### src/rtl/data_io_pkg.sv
// Shared definitions for the data_io download path: copier FSM state encoding
// and the UIO file-transfer command bytes understood by data_io.
package data_io_pkg;

    typedef logic [2:0] state_t;

    localparam state_t ST_IDLE  = 3'd0;
    localparam state_t ST_HOLD  = 3'd1;
    localparam state_t ST_ADDR  = 3'd2;
    localparam state_t ST_LAT   = 3'd3;
    localparam state_t ST_WRITE = 3'd4;

    localparam logic [7:0] UIO_FILE_TX     = 8'h53;
    localparam logic [7:0] UIO_FILE_TX_DAT = 8'h54;
    localparam logic [7:0] UIO_FILE_INDEX  = 8'h55;
    localparam logic [7:0] UIO_FILE_INFO   = 8'h56;

endpackage

### src/rtl/data_io_copier.sv
// Copies a finished data_io download from its RAM into target memory one byte
// at a time over a req/ack port, holding the console CPU in reset meanwhile.
module data_io_copier
    import data_io_pkg::*;
#(
    parameter int unsigned       RAM_AW    = 15,
    parameter int unsigned       TGT_AW    = 16,
    parameter logic [TGT_AW-1:0] TGT_BASE  = 16'h0000,
    parameter logic [7:0]        INDEX_SEL = 8'h00
) (
    input  logic              clk,
    input  logic              rst_n,
    input  logic              dl_downloading,
    input  logic [15:0]       dl_size,
    input  logic [7:0]        dl_index,
    output logic [RAM_AW-1:0] ram_a,
    input  logic [7:0]        ram_dout,
    output logic [TGT_AW-1:0] tgt_addr,
    output logic [7:0]        tgt_data,
    output logic              tgt_req,
    input  logic              tgt_ack,
    output logic              cpu_reset,
    output logic              busy,
    output logic              done_pulse
);

    localparam logic [16:0] RAM_CAP = 17'(1) << RAM_AW;

    state_t              state_q, state_d;
    logic                dl_q;
    logic [15:0]         n_q, n_d;
    logic [15:0]         i_q, i_d;
    logic [RAM_AW-1:0]   ram_a_q, ram_a_d;
    logic [TGT_AW-1:0]   tgt_addr_q, tgt_addr_d;
    logic [7:0]          tgt_data_q, tgt_data_d;
    logic                tgt_req_q, tgt_req_d;
    logic                cpu_reset_q, cpu_reset_d;
    logic                busy_q, busy_d;
    logic                done_q, done_d;

    logic                dl_rise;
    logic                dl_fall;
    logic [15:0]         size_clamped;
    logic                copying;

    assign dl_rise = dl_downloading & ~dl_q;
    assign dl_fall = ~dl_downloading & dl_q;
    assign copying = (state_q == ST_ADDR) || (state_q == ST_LAT) || (state_q == ST_WRITE);

    // Downloads larger than the RAM only ever hold the first 2^RAM_AW bytes.
    assign size_clamped = ({1'b0, dl_size} > RAM_CAP) ? RAM_CAP[15:0] : dl_size;

    always_comb begin
        state_d     = state_q;
        n_d         = n_q;
        i_d         = i_q;
        ram_a_d     = ram_a_q;
        tgt_addr_d  = tgt_addr_q;
        tgt_data_d  = tgt_data_q;
        tgt_req_d   = tgt_req_q;
        cpu_reset_d = cpu_reset_q;
        done_d      = 1'b0;

        unique case (state_q)
            ST_IDLE: begin
                cpu_reset_d = 1'b0;
                if (dl_rise) begin
                    state_d     = ST_HOLD;
                    cpu_reset_d = 1'b1;
                end
            end
            ST_HOLD: begin
                if (dl_fall) begin
                    n_d = size_clamped;
                    i_d = '0;
                    if (size_clamped == 16'd0 || dl_index != INDEX_SEL) begin
                        state_d     = ST_IDLE;
                        cpu_reset_d = 1'b0;
                        done_d      = 1'b1;
                    end else begin
                        state_d = ST_ADDR;
                        ram_a_d = '0;
                    end
                end
            end
            ST_ADDR: begin
                // Address is already presented on entry so the RAM read overlaps ADDR.
                ram_a_d = i_q[RAM_AW-1:0];
                state_d = ST_LAT;
            end
            ST_LAT: begin
                tgt_data_d = ram_dout;
                tgt_addr_d = TGT_BASE + TGT_AW'(i_q);
                tgt_req_d  = 1'b1;
                state_d    = ST_WRITE;
            end
            ST_WRITE: begin
                if (tgt_ack) begin
                    tgt_req_d = 1'b0;
                    i_d       = i_q + 16'd1;
                    if (i_q + 16'd1 == n_q) begin
                        state_d     = ST_IDLE;
                        cpu_reset_d = 1'b0;
                        done_d      = 1'b1;
                    end else begin
                        state_d = ST_ADDR;
                        ram_a_d = i_d[RAM_AW-1:0];
                    end
                end
            end
            default: begin
                state_d = ST_IDLE;
            end
        endcase

        // A new download mid-copy abandons the current one without waiting for ack.
        if (copying && dl_rise) begin
            state_d     = ST_HOLD;
            tgt_req_d   = 1'b0;
            cpu_reset_d = 1'b1;
            done_d      = 1'b0;
        end

        busy_d = (state_d == ST_ADDR) || (state_d == ST_LAT) || (state_d == ST_WRITE);
    end

    always_ff @(posedge clk or negedge rst_n) begin
        if (!rst_n) begin
            state_q     <= ST_IDLE;
            dl_q        <= 1'b0;
            n_q         <= '0;
            i_q         <= '0;
            ram_a_q     <= '0;
            tgt_addr_q  <= '0;
            tgt_data_q  <= '0;
            tgt_req_q   <= 1'b0;
            cpu_reset_q <= 1'b1;
            busy_q      <= 1'b0;
            done_q      <= 1'b0;
        end else begin
            state_q     <= state_d;
            dl_q        <= dl_downloading;
            n_q         <= n_d;
            i_q         <= i_d;
            ram_a_q     <= ram_a_d;
            tgt_addr_q  <= tgt_addr_d;
            tgt_data_q  <= tgt_data_d;
            tgt_req_q   <= tgt_req_d;
            cpu_reset_q <= cpu_reset_d;
            busy_q      <= busy_d;
            done_q      <= done_d;
        end
    end

    assign ram_a      = ram_a_q;
    assign tgt_addr   = tgt_addr_q;
    assign tgt_data   = tgt_data_q;
    assign tgt_req    = tgt_req_q;
    assign cpu_reset  = cpu_reset_q;
    assign busy       = busy_q;
    assign done_pulse = done_q;

endmodule

### config.mk
export PLATFORM = sky130hd
export DESIGN_NAME = data_io_copier
export DESIGN_NICKNAME = d
export VERILOG_FILES = /design/src/rtl/data_io_pkg.sv /design/src/rtl/data_io_copier.sv
export SDC_FILE = /design/constraint.sdc
export NUM_CORES = 1
export LEC_CHECK = 0
export CORE_ASPECT_RATIO = 1.1
export CORE_MARGIN = 5
export CORE_UTILIZATION = 49
export CTS_BUF_LIST = sky130_fd_sc_hd__clkbuf_2
export DETAILED_ROUTE_END_ITERATION = 10
export PLACE_DENSITY = 0.79
export RECOVER_POWER = 100
export REMOVE_ABC_BUFFERS = 1
export SLEW_MARGIN = 10
export SYNTH_ARGS = -nofsm -noshare
export SYNTH_HDL_FRONTEND = slang
export SYNTH_SLANG_ARGS = --single-unit
### constraint.sdc
create_clock -name clk -period 2.5 [get_ports clk]
set_input_delay 0.5 -clock clk [delete_from_list [all_inputs] [get_ports clk]]
set_output_delay 0.5 -clock clk [all_outputs]
set_load 0.05 [all_outputs]
==> metrics.csv <==
stage;metric;value;unit
placement;dpl.hpwl;8170;um
worst_setup_path;start_kind;flip-flop;
power;pwr-share-seq;51.9;%
cts;cts.clk_slew.worst_paths;0.23;ns
route;first_pass_iters;5;
worst_setup_path;crit_fanout;7;
power;p_total;2.79;mW
die;coreArea;8360;um2
worst_setup_path;crit_chain;ha_2, nand2_2, buf_4, or4_4, xnor2_2, nand3_2, nor4_4, buf_6, o21ai_4, mux2_4;
die;start_util;49.8;%
cts;clkLatencyLatePin;0.55;ns
power;pwr-share-clk;24.6;%
status;status;finished, violations left;
worst_setup_path;critical_path_class;flip-flop to flip-flop;
yosys;ys_ff_latch;79;
sta;hold_viol;0;
sta;fin_crit;2.71;ns
power;irDropWorstVdd;287;uV
worst_setup_path;path_delay_family;simple AND/OR/NAND/NOR gates;
route;totalWireLength;11700;um
worst_setup_path;slowest_stage;or4_4;
layout;area_growth_syn_to_layout;39.8;%
worst_setup_path;arrival;3.16;ns
yosys;yosysSeqAreaShare;47.5;%
yosys;async_flop_share;100;%
yosys;synth_cells;403;
cts;clkSinkCount;79;
sta;worstMarginPinSlew;1.05;ns
hold_path;hp-class;flip-flop to flip-flop;
power;switching_share;32.0;%
placement;dp_cells;636;
sta;setup_violations;18;
power;power.switching;893;uW
yosys;synth_area;4170;um2
route;drt_iter0_drc;284;
global_routing;overflow;0;
global_routing;grt_max_degree;43;
power;p_leak;2.69;nW
sta;rsz0062_at_grt;true;
die;fp.dieW;97.9;um
sta;tns;-2.70;ns
die;io_pins;79;
die;dieHeight;107;um
global_routing;grt_pass1_wl;18800;um
run;drv_cap;0;
sta;slew_violations;0;
worst_setup_path;slowest_delay;0.51;ns
cts;ctsRootBufferMaster;clkbuf_2;
route;vias_per_cell;5.65;
yosys;ys_warn_count;0;
route;drc;0;
sta;setup_ws;-0.209;ns
worst_setup_path;crit_required;2.95;ns
worst_setup_path;path_buf_inv;2;
route;vias;3755;
placement;numPortBuffers;78;
status;violations;setup timing;
power;p_comb_share;23.5;%
yosys;synth_flop_cell;dfrtp_1;
cts;cts_max_level;3;
worst_setup_path;end_kind;flip-flop;
yosys;avgSynthCellArea;10.3;um2
power;power_density;478;nW/um2
layout;final_layout_size_suffix_gt1_share;29.1;%
cts;cts_buffers;9;
sta;fin_skew;0.0302;ns
layout;final_net_count;585;
die;die-area;10500;um2
global_routing;grt.total_usage;22.5;%
yosys;synth_cell_type_count;52;
global_routing;antenna_found_initial;1;
sta;fin_crit_sh;108;%
die;rows;35;
layout;stdcell_count;665;
sta;slew_headroom;29.9;%
sta;max_freq;369;MHz
route;wl_per_cell;17.5;um
route;detail-route-antenna-nets;0;
yosys;synth_edf_count;0;
placement;place.gp.congestion;0.861;
power;p_int;1.89;mW
cts;cts_tree;done;
cts;cts_max_path_buffers;2;
global_routing;grt_pass1_vias;3808;
[layout make-up]
cell class	count	area [um2]
clock buffer	10	50.0
clock inverter	6	61.3
timing repair buffer	160	1380
antenna	1	2.50
fill	631	2540
inverter	4	15.0
multi-input combinational	294	2200
tap	111	139
sequential	79	1980
[worst paths after layout]
kind	depth (start not counted)	from	to	slack (ns)
worst max-delay path	10	i_q[0]	ram_a[10]	-0.21
worst min-delay path	2	tgt_addr[11]	tgt_addr[11]	0.52
worst max register to register	10	i_q[0]	ram_a[10]	-0.21
worst min register to register	2	tgt_addr[11]	tgt_addr[11]	0.52
max in group asynchronous	3	rst_n	i_q[12]	0.36
min in group asynchronous	2	rst_n	tgt_addr[12]	0.58
[routing by layer]
layer	share of wire (%)	GRT usage, %	vias to the layer above
li1	-	-	1754
met1	42	28.0	1820
met2	50	38.8	153
met3	5.4	3.64	28
met4	3.0	9.30	0
met5	0	0	-
[layout by cell type, fill, tap and decap left out, types with 2 or more instances in the layout]
cell type        count
dfrtp_1             78
buf_4               66
dlygate4sd3_1       44
o21ai_0             43
nand2_1             36
clkdlybuf4s50_1     33
mux2_2              30
nor2_1              24
xnor2_1             15
a21oi_1             14
a22o_1              14
clkbuf_2            13
o31ai_1             11
nand2b_1            10
nor4_1               8
mux2_4               8
clkbuf_1             8
nand3_1              7
nor3_1               6
buf_6                6
or2_2                5
a31oi_1              5
nor2b_1              4
inv_1                4
xor2_1               4
o21ai_4              3
clkinv_2             3
o21a_1               2
nand4_4              2
or4_4                2
xnor2_2              2
and4_1               2
and3_1               2
nand3_2              2
and2_1               2
nor4_4               2
o211ai_1             2
[cells in the mapped netlist (3+ instances only)]
cell      count  area share [%]
mux2_2       31             8.4
buf_2         3            0.36
a22o_1       14             2.9
nor2b_1       4            0.60
nor2_1       24             2.2
mux2_4        7             2.5
or2_2         5            0.75
a31oi_1       5            0.75
xor2_1        4            0.84
inv_1         4            0.36
nand3_1      10             1.2
nand2b_1     10             1.5
xnor2_1      17             3.6
nor4_1        8             1.2
buf_4         3            0.54
o21ai_0      44             5.3
and2_1        4            0.60
nor3_1        6            0.72
a21oi_1      15             1.8
o31ai_1      12             2.2
nand2_1      37             3.3
dfrtp_1      78              47
clkbuf_1     19             1.7
[cell families after synthesis]
family / after synthesis / synth area share [%]
buf+inv: 32 / 3.63
xor+xnor: 21 / 4.41
compound gates: 106 / 16.4
flops: 79 / 47.5
simple gates: 125 / 16.7
fa+ha+maj: 1 / 0.300
mux: 39 / 11.1
[through the flow]
stage / cell area, um2 / setup slack (ns) / utilization (%) / hold slack [ns]
after global routing: 5830 / -0.279 / 69.7 / 0.514
after CTS: 5750 / -0.228 / 68.7 / 0.421
after floorplan: 4030 / -0.226 / - / 0.204
final: 5830 / -0.209 / 69.7 / 0.516
after detailed placement: 5500 / -0.497 / 65.8 / 0.479
after global placement: 5500 / -0.369 / 65.8 / 0.464
[worst register-to-register path, cell delays in order, from the launching register on]
cell     delay, ns
dfrtp_1       0.42
ha_2          0.21
nand2_2       0.07
buf_4         0.16
or4_4         0.51
xnor2_2       0.18
nand3_2       0.12
nor4_4        0.29
buf_6         0.18
o21ai_4       0.14
mux2_4        0.34
[flip-flops by register name (all words and copies together) (netlist names), 3 cells and up]
register  flops
tgt_data      8
n_q          16
tgt_addr     16
state_q       3
i_q          16
ram_a        15
[power by group through the flow]
stage | registers (mW) | logic [mW] | clock network (mW)
after floorplan | 1.60 | 0.212 | 0
after global placement | 1.46 | 0.611 | 0
after detailed placement | 1.47 | 0.625 | 0
after CTS | 1.45 | 0.660 | 0.706
after global routing | 1.46 | 0.696 | 0.763
final | 1.45 | 0.654 | 0.687
[timing repair]
action	CTS	global route
resized for setup	18	15
hold endpoints to repair	36	0
pin swaps	8	9
cloned	2	0
buffers inserted	2	7
endpoints found under the setup margin	18	20
hold buffers	1	0
Note: power is estimated with default switching activity, not from simulation.
